[src/rtl/core_lsu.sv]
// RV32I load/store unit: one req/ack data-memory access per accepted op, with lane steering and load extension.
// Optional bus watchdog is compiled in when LSU_TIMEOUT_EN is defined.
module core_lsu #(
    parameter int DATA_W         = 32,
    parameter int TIMEOUT_CYCLES = 16
) (
    input  logic              clk,
    input  logic              rst_n,
    input  logic              req_valid_in,
    output logic              req_ready_out,
    input  logic              we_in,
    input  logic [2:0]        op_in,
    input  logic [DATA_W-1:0] addr_in,
    input  logic [DATA_W-1:0] wdata_in,
    input  logic [4:0]        rd_in,
    output logic              resp_valid_out,
    output logic [DATA_W-1:0] rdata_out,
    output logic [4:0]        rd_out,
    output logic              excp_out,
    output logic              timeout_out,
    output logic              stall_out,
    output logic              bus_req_out,
    output logic              bus_we_out,
    output logic [DATA_W-1:0] bus_addr_out,
    output logic [3:0]        bus_be_out,
    output logic [DATA_W-1:0] bus_wdata_out,
    input  logic              bus_ack_in,
    input  logic [DATA_W-1:0] bus_rdata_in
);

    typedef enum logic [1:0] {IDLE, BUS, RESP} state_e;

    state_e            state_q, state_d;
    logic              we_q, we_d;
    logic [2:0]        op_q, op_d;
    logic [DATA_W-1:0] addr_q, addr_d;
    logic [DATA_W-1:0] wdata_q, wdata_d;
    logic [DATA_W-1:0] rdata_q, rdata_d;
    logic [4:0]        rd_q, rd_d;
    logic              excp_q, excp_d;
    logic              expire;

    // Accept-time checks use the incoming op so a bad request never reaches the bus.
    logic is_half_in, is_word_in, misaligned_in, illegal_in;
    assign is_half_in    = (op_in[1:0] == 2'b01);
    assign is_word_in    = op_in[1];
    assign misaligned_in = (is_half_in & addr_in[0]) | (is_word_in & (addr_in[1:0] != 2'b00));
    assign illegal_in    = we_in ? op_in[2] : ((op_in == 3'b011) || (op_in[2:1] == 2'b11));

    logic [3:0]        be;
    logic [DATA_W-1:0] store_lanes;
    logic [DATA_W-1:0] lane;
    logic [DATA_W-1:0] load_ext;

    always_comb begin
        be          = 4'b1111;
        store_lanes = wdata_q;
        case (op_q[1:0])
            2'b00: begin
                be          = 4'b0001 << addr_q[1:0];
                store_lanes = {4{wdata_q[7:0]}};
            end
            2'b01: begin
                be          = addr_q[1] ? 4'b1100 : 4'b0011;
                store_lanes = {2{wdata_q[15:0]}};
            end
            default: ;
        endcase
    end

    assign lane = bus_rdata_in >> {addr_q[1:0], 3'b000};

    always_comb begin
        load_ext = lane;
        case (op_q)
            3'b000:  load_ext = {{(DATA_W-8){lane[7]}}, lane[7:0]};
            3'b001:  load_ext = {{(DATA_W-16){lane[15]}}, lane[15:0]};
            3'b100:  load_ext = {{(DATA_W-8){1'b0}}, lane[7:0]};
            3'b101:  load_ext = {{(DATA_W-16){1'b0}}, lane[15:0]};
            default: ;
        endcase
    end

    always_comb begin
        state_d = state_q;
        we_d    = we_q;
        op_d    = op_q;
        addr_d  = addr_q;
        wdata_d = wdata_q;
        rdata_d = rdata_q;
        rd_d    = rd_q;
        excp_d  = excp_q;
        case (state_q)
            IDLE: begin
                if (req_valid_in) begin
                    we_d    = we_in;
                    op_d    = op_in;
                    addr_d  = addr_in;
                    wdata_d = wdata_in;
                    rd_d    = rd_in;
                    rdata_d = '0;
                    excp_d  = misaligned_in | illegal_in;
                    state_d = (misaligned_in | illegal_in) ? RESP : BUS;
                end
            end
            BUS: begin
                if (bus_ack_in) begin
                    rdata_d = we_q ? '0 : load_ext;
                    state_d = RESP;
                end else if (expire) begin
                    state_d = RESP;
                end
            end
            RESP:    state_d = IDLE;
            default: state_d = IDLE;
        endcase
    end

    always_ff @(posedge clk or negedge rst_n) begin
        if (!rst_n) begin
            state_q <= IDLE;
            we_q    <= 1'b0;
            op_q    <= 3'b000;
            addr_q  <= '0;
            wdata_q <= '0;
            rdata_q <= '0;
            rd_q    <= 5'd0;
            excp_q  <= 1'b0;
        end else begin
            state_q <= state_d;
            we_q    <= we_d;
            op_q    <= op_d;
            addr_q  <= addr_d;
            wdata_q <= wdata_d;
            rdata_q <= rdata_d;
            rd_q    <= rd_d;
            excp_q  <= excp_d;
        end
    end

`ifdef LSU_TIMEOUT_EN
    logic [7:0] cnt_q, cnt_d;
    logic       timeout_q, timeout_d;

    // Expiry is the last counted wait cycle; an ack in that cycle takes priority in the FSM.
    assign expire = (state_q == BUS) && !bus_ack_in && (cnt_q == 8'(TIMEOUT_CYCLES - 1));

    always_comb begin
        cnt_d     = cnt_q;
        timeout_d = timeout_q;
        if (state_q == IDLE && req_valid_in) begin
            cnt_d     = 8'd0;
            timeout_d = 1'b0;
        end else if (state_q == BUS && !bus_ack_in) begin
            cnt_d = cnt_q + 8'd1;
            if (expire) timeout_d = 1'b1;
        end
    end

    always_ff @(posedge clk or negedge rst_n) begin
        if (!rst_n) begin
            cnt_q     <= 8'd0;
            timeout_q <= 1'b0;
        end else begin
            cnt_q     <= cnt_d;
            timeout_q <= timeout_d;
        end
    end

    assign timeout_out = (state_q == RESP) & timeout_q;
`else
    assign expire      = 1'b0;
    assign timeout_out = 1'b0;

    if (TIMEOUT_CYCLES < 1 || TIMEOUT_CYCLES > 255) begin : g_timeout_limit_unrepresentable
    end
`endif

    assign req_ready_out  = (state_q == IDLE);
    assign stall_out      = (state_q != IDLE);
    assign bus_req_out    = (state_q == BUS);
    assign bus_we_out     = bus_req_out & we_q;
    assign bus_addr_out   = bus_req_out ? {addr_q[DATA_W-1:2], 2'b00} : '0;
    assign bus_be_out     = bus_req_out ? be : 4'b0000;
    assign bus_wdata_out  = (bus_req_out & we_q) ? store_lanes : '0;
    assign resp_valid_out = (state_q == RESP);
    assign rdata_out      = resp_valid_out ? rdata_q : '0;
    assign excp_out       = resp_valid_out & excp_q;
    assign rd_out         = rd_q;

endmodule

[config.mk]
export PLATFORM = sky130hd
export DESIGN_NAME = core_lsu
export DESIGN_NICKNAME = d
export VERILOG_FILES = /design/src/rtl/core_lsu.sv
export SDC_FILE = /design/constraint.sdc
export NUM_CORES = 1
export LEC_CHECK = 0
export CORE_UTILIZATION = 39
export CTS_BUF_LIST = sky130_fd_sc_hd__clkbuf_8 sky130_fd_sc_hd__clkbuf_16
export DETAILED_ROUTE_END_ITERATION = 8
export PLACE_DENSITY = 0.75
export SYNTH_ARGS = -nofsm -noshare
export SYNTH_HDL_FRONTEND = slang
export SYNTH_SLANG_ARGS = --single-unit
[constraint.sdc]
create_clock -name clk -period 1.8 [get_ports clk]
set_input_delay 0.18 -clock clk [delete_from_list [all_inputs] [get_ports clk]]
set_output_delay 0.18 -clock clk [all_outputs]
set_load 0.02 [all_outputs]
==> flow_metrics.py, run 1 <==
metrics = {
    "worst_setup_path": {
        "critPathLaunch": "addr_q[1]",
        "r2r-end": "rdata_q[29]",
        "worstSetupPathType": "flip-flop to flip-flop",
        "crit_end": "rdata_q[29]",
        "r2r.worst_path.cells": 4,
        "critical_path.max_fanout": 8,
        "reg2reg_setup_slack_ps": -50,
        "worstPathArrival_ps": 2080,
        "timing.rr.start": "addr_q[1]",
        "cp-start-kind": "flip-flop",
        "crit_required_ps": 2030,
        "end_kind": "flip-flop",
    },
    "final_layout": {
        "seq_area_mm2": 0.002706,
        "final_cells": 934,
        "diodes": 0,
        "design_area_mm2": 0.008594,
        "multi_input_area_mm2": 0.002800,
        "nets": 859,
        "syn2layout_area_growth_pct": 54.19,
        "fillers": 1142,
        "drive_gt1_share_pct": 38.33,
    },
    "clocking": {
        "clk_path_buf_depth": 2,
        "htree_levels": 3,
        "cts_tree": "done",
        "cts_made_buffers": 9,
        "clockRootBuffer": "clkbuf_16",
        "cts_sinks": 108,
        "clkTransAtPathRegs_ps": 70,
        "clk_latency_ps": 350,
    },
    "floorplan": {
        "start_util_pct": 40.00,
        "core_mm2": 0.01393,
        "num_io_pins": 221,
        "die_w_um": 121.6,
        "die_area_mm2": 0.01477,
        "rows": 43,
        "fp.dieH_um": 121.6,
    },
    "place": {
        "hpwl_um": 12400,
        "post-place-cells": 902,
        "post_dp_cell_area_mm2": 0.008179,
        "portBuffers": 217,
        "gp_congestion": 0.8063,
    },
    "global_route": {
        "grt_max_degree": 44,
        "overflow": 0,
        "grt_pass1_vias": 5005,
        "grt.total_usage_pct": 24.17,
        "antenna_found_initial": 0,
        "grt_pass1_wl_um": 27080,
    },
    "yosys": {
        "synth_area_mm2": 0.005574,
        "yosysTopAreaCellShare_pct": 48.48,
        "synthMostInstantiatedCell": "dfrtp_1",
        "synth_edf_count": 0,
        "synthTopCellsByArea": "dfrtp_1 (48%), mux2_2 (16%), and2_1 (7.2%)",
        "ys.flop_type": "dfrtp_1",
        "ys_types": 34,
        "synth_cells": 504,
        "synth_warnings": 0,
        "ys_seq_elements": 108,
        "synth_common_cells": "dfrtp_1 (108), mux2_2 (78), and2_1 (64), a21oi_1 (36), nor2_1 (36)",
        "async_reset_ff_share_pct": 100.0,
        "yosys.area.top_type": "dfrtp_1",
        "postSynthAreaPerCell_um2": 11.06,
        "yosysSeqAreaShare_pct": 48.48,
    },
    "timing": {
        "maxSlewViolCount": 0,
        "min_period_ps": 1852,
        "relSlewSlack_pct": 58.59,
        "worst_slack_ps": -51.96,
        "fmax_mhz": 540.0,
        "skew_ps": 8.296,
        "setup_viol": 16,
        "hold_viol_final": 0,
        "worst_slew_pin_slew_ps": 621.1,
        "rsz0062_at_grt": "yes",
        "tns_ps": -358.8,
        "post-route-period-util_pct": 102.9,
    },
    "routing": {
        "wl_per_cell_um": 19.37,
        "drc": 0,
        "ant_nets": 0,
        "drt-initial-drc-count": 349,
        "firstDrtPassIters": 6,
        "vias": 4996,
        "drt-total-wl_um": 18090,
        "viasPerCell": 5.349,
    },
    "pwr": {
        "power_density_mw_per_mm2": 1016,
        "ir_worst_vdd_v": 0.0006954,
        "p_leak_nw": 3.976,
    },
    "min_path": {
        "hold_class": "primary input to async pin",
    },
    "status": {
        "violations": "setup timing",
        "outcome": "finished, violations left",
    },
    "run": {
        "maxCapViolations": 0,
    },
}
-- registers in the layout (all words and copies together), names as in the netlist --
register,flops
rdata_q,32
we_q,1
state_q,2
wdata_q,32
rd_out,5
addr_q,32
excp_q,1
op_q,3
-- cells in the final DEF (no fill, tap or decap), types with 9 or more instances in the layout --
| cell type | count |
|---|---|
| and2_1 | 53 |
| buf_4 | 47 |
| a21oi_2 | 9 |
| mux2i_1 | 31 |
| clkdlybuf4s50_1 | 112 |
| clkbuf_16 | 13 |
| o2bb2ai_1 | 15 |
| mux2_2 | 78 |
| nand2_1 | 20 |
| a221o_1 | 16 |
| buf_12 | 9 |
| and2_4 | 11 |
| buf_6 | 25 |
| nor2_1 | 32 |
| buf_2 | 64 |
| dfrtp_1 | 105 |
| o21ai_0 | 17 |
| a21oi_1 | 27 |
-- critical path: stages, from the launching register on --
cell,delay (ps)
dfrtp_1,400
mux4_2,580
o211a_1,280
o21a_2,190
a221o_1,280
-- cell families (layout without fill, tap and decap cells) --
group	count (synthesis)	count (layout)	share of synthesized area [%]
compound gates	89	91	10.89
buf+inv	49	295	4.085
flops	108	108	48.48
mux	110	110	21.73
other cells	1	3	0.06728
simple gates	147	147	14.75
-- where the power goes --
part / leakage (nW) / internal, mW / total [mW] / switching (mW)
sequential: 1.33 / 2.95 / 3.34 / 0.396
clock: 0.141 / 1.11 / 2.02 / 0.906
combinational: 2.50 / 1.75 / 3.37 / 1.62
-- how the worst min path moves through the flow --
stage	slack [ps]	end	from	cells past startpoint
after global routing	390	rdata_q[12]	rst_n	2
after global placement	170	rdata_q[5]	rst_n	1
after floorplan	-120	addr_q[0]	rst_n	0
final	360	rdata_q[12]	rst_n	2
after CTS	360	rdata_q[5]	rst_n	2
after detailed placement	180	rdata_q[5]	rst_n	1
-- layout make-up --
type,count,share of cell area (%)
clock buffers,10,2.781
clock inverters,5,0.7279
inverters,7,0.3640
multi-input cells,351,32.58
flip-flops and latches,108,31.49
well taps,180,2.620
repair buffers,273,29.44
-- through the flow --
step	power, mW	worst slack, ps	utilization [%]	hold WS, ps
5_1_grt	9.178	-106.2	61.68	389.2
3_5_place_dp	6.444	-318.9	58.70	184.6
6_report	8.735	-51.96	61.68	356.7
2_1_floorplan	5.072	-17.81	-	-115.6
4_1_cts	8.576	-13.32	60.30	364.1
3_3_place_gp	6.350	-179.7	58.70	174.2
-- what timing repair did --
action / 4_1_cts / 5_1_grt
pin swaps: 0 / 3
hold endpoints to repair: 35 / 0
hold buffers: 1 / 0
endpoints found under the setup margin: 183 / 155
gates cloned: 3 / 7
buffers inserted: 3 / 3
resized for setup: 407 / 95
-- metal layers --
metal  up-vias  wire length (µm)  track usage (%)
li1       2274                 -                -
met1      2460              7269            29.26
met2       240              8789            40.34
met3        22              1670            7.725
met4         0               359            8.565
met5         -                 0                0
No activity file was read; power rests on OpenSTA's default activity.
==> run 2, diff against run 1 <==
--- a/config.mk
+++ b/config.mk
@@ -8,7 +8,7 @@
 export CORE_UTILIZATION = 39
 export CTS_BUF_LIST = sky130_fd_sc_hd__clkbuf_8 sky130_fd_sc_hd__clkbuf_16
 export DETAILED_ROUTE_END_ITERATION = 8
-export PLACE_DENSITY = 0.75
+export PLACE_DENSITY = 0.76
 export SYNTH_ARGS = -nofsm -noshare
 export SYNTH_HDL_FRONTEND = slang
 export SYNTH_SLANG_ARGS = --single-unit
==> flow_metrics.py, run 2 (synthesis gave the netlist of run 1 again) <==
metrics = {
    "place": {
        "gp_congestion": 0.8243,
        "portBuffers": 217,
        "post_dp_cell_area_mm2": 0.008149,
        "hpwl_um": 12440,
        "post-place-ws_ps": -296.1,
    },
    "routing": {
        "viasPerCell": 5.339,
        "drt-initial-drc-count": 278,
        "drt-total-wl_um": 17660,
        "vias": 4955,
        "firstDrtPassIters": 5,
        "ant_nets": 0,
        "wl_per_cell_um": 19.03,
        "drc": 0,
    },
    "floorplan": {
        "die_area_mm2": 0.01477,
        "start_util_pct": 40.00,
        "num_io_pins": 221,
        "rows": 43,
        "core_mm2": 0.01393,
        "die_w_um": 121.6,
        "fp.dieH_um": 121.6,
    },
    "timing": {
        "worst_slack_ps": -35.46,
        "skew_ps": 9.530,
        "setup_viol": 14,
        "relSlewSlack_pct": 62.19,
        "fmax_mhz": 544.8,
        "worst_slew_pin_slew_ps": 567.2,
        "post-route-period-util_pct": 102.0,
        "rsz0062_at_grt": "yes",
        "maxSlewViolCount": 0,
        "min_period_ps": 1835,
        "hold_viol_final": 0,
    },
    "final_layout": {
        "final_util_pct": 60.25,
        "design_area_mm2": 0.008396,
        "top_regs": "addr_q x32, rdata_q x32, wdata_q x32",
        "final_cell_mix": "clkdlybuf4s50_1 (112), dfrtp_1 (105), mux2_2 (77)",
        "diodes": 0,
        "fillers": 1149,
        "final_common_cell": "clkdlybuf4s50_1",
        "drive_gt1_share_pct": 36.90,
        "nets": 852,
        "syn2layout_area_growth_pct": 50.62,
    },
    "worst_setup_path": {
        "critical_path.max_fanout": 8,
        "cp-start-kind": "flip-flop",
        "r2r.worst_path.cells": 4,
        "reg2reg_setup_slack_ps": -40,
        "worstPathArrival_ps": 2060,
        "end_kind": "flip-flop",
        "r2r-end": "rdata_q[19]",
        "timing.rr.start": "addr_q[1]",
        "crit_required_ps": 2020,
        "worstSetupPathType": "flip-flop to flip-flop",
    },
    "pwr": {
        "p_leak_nw": 3.883,
        "power_density_mw_per_mm2": 1009,
        "ir_worst_vdd_v": 0.0006916,
    },
    "global_route": {
        "grt_pass1_vias": 4981,
        "overflow": 0,
        "grt_max_degree": 48,
        "grt.total_usage_pct": 23.15,
        "grt_pass1_wl_um": 26260,
        "antenna_found_initial": 0,
    },
    "clocking": {
        "clkTransAtPathRegs_ps": 70,
        "clk_path_buf_depth": 2,
        "cts_tree": "done",
        "cts_sinks": 108,
        "clk_latency_ps": 350,
        "clockRootBuffer": "clkbuf_16",
        "cts_made_buffers": 9,
        "htree_levels": 3,
    },
    "status": {
        "violations": "setup timing",
        "outcome": "finished, violations left",
    },
    "run": {
        "maxCapViolations": 0,
    },
    "min_path": {
        "hold_class": "primary input to async pin",
    },
}
==> run 2: changes by cell type in the layout (fill, tap and decap cells not counted), sizes merged <==
cell | before | now
buf | 150 | 140
bufinv | 1 | 0
clkbuf | 15 | 14
clkdlybuf4s15 | 1 | 6
clkinvlp | 2 | 1
inv | 6 | 8
==> run 2: area by class of cell <==
cell class	instances	area, µm²	area share [%]
tap	180	225.2	2.683
sequential	108	2706	32.24
multi-input combinational	351	2814	33.52
clock inverter	5	28.78	0.3428
timing repair buffer	266	2337	27.84
clock buffer	11	252.7	3.010
inverter	7	31.28	0.3726
==> run 2: worst max path at each step <==
stage / start / endpoint / slack [ps] / depth (start not counted)
2_1_floorplan: addr_q[1] / rdata_q[21] / -20 / 6
6_report: addr_q[1] / rdata_q[19] / -40 / 4
3_5_place_dp: bus_rdata_in[23] / rdata_q[9] / -300 / 5
5_1_grt: addr_q[1] / rdata_q[19] / -50 / 4
3_3_place_gp: bus_rdata_in[23] / rdata_q[13] / -240 / 5
4_1_cts: state_q[1] / bus_addr_out[13] / -40 / 5
==> run 2: what timing repair did <==
action                                  in CTS  in global routing
pin swaps                                    0                  4
hold buffers                                 1                  0
resized for setup                          367                100
setup buffers                                1                  2
cloned                                       0                  8
endpoints found under the setup margin     163                138
endpoints found under the hold margin       28                  0
==> run 2: power by group <==
part | leakage (nW) | switching (mW) | internal, mW
Sequential | 1.33 | 0.407 | 2.95
Combinational | 2.41 | 1.59 | 1.63
Clock | 0.144 | 0.888 | 1.01
Total | 3.88 | 2.89 | 5.58
==> run 2: worst max-delay path: stages, from the launching register on <==
cell and delay [ps]:
dfrtp_1 410, mux4_2 580, o211a_4 270, o21a_4 160, a221o_1 280
==> run 2: through the flow <==
stage	total power, mW	instances	setup TNS (ps)	hold WS (ps)
after global routing	8.889	928	-1564	367.4
final	8.470	928	-211.6	323.9
after global placement	6.315	900	-9664	143.6
after floorplan	5.072	506	-178.1	-115.6
after CTS	8.276	918	-270.5	327.1
after detailed placement	6.400	900	-13840	143.1
==> run 2: metal layers <==
layer / track usage, % / vias to the layer above / part of all wire [%]
met5: 0 / - / 0
met2: 38.14 / 258 / 47
li1: - / 2263 / -
met4: 7.176 / 0 / 1.9
met3: 7.397 / 29 / 9.7
met1: 28.86 / 2405 / 41
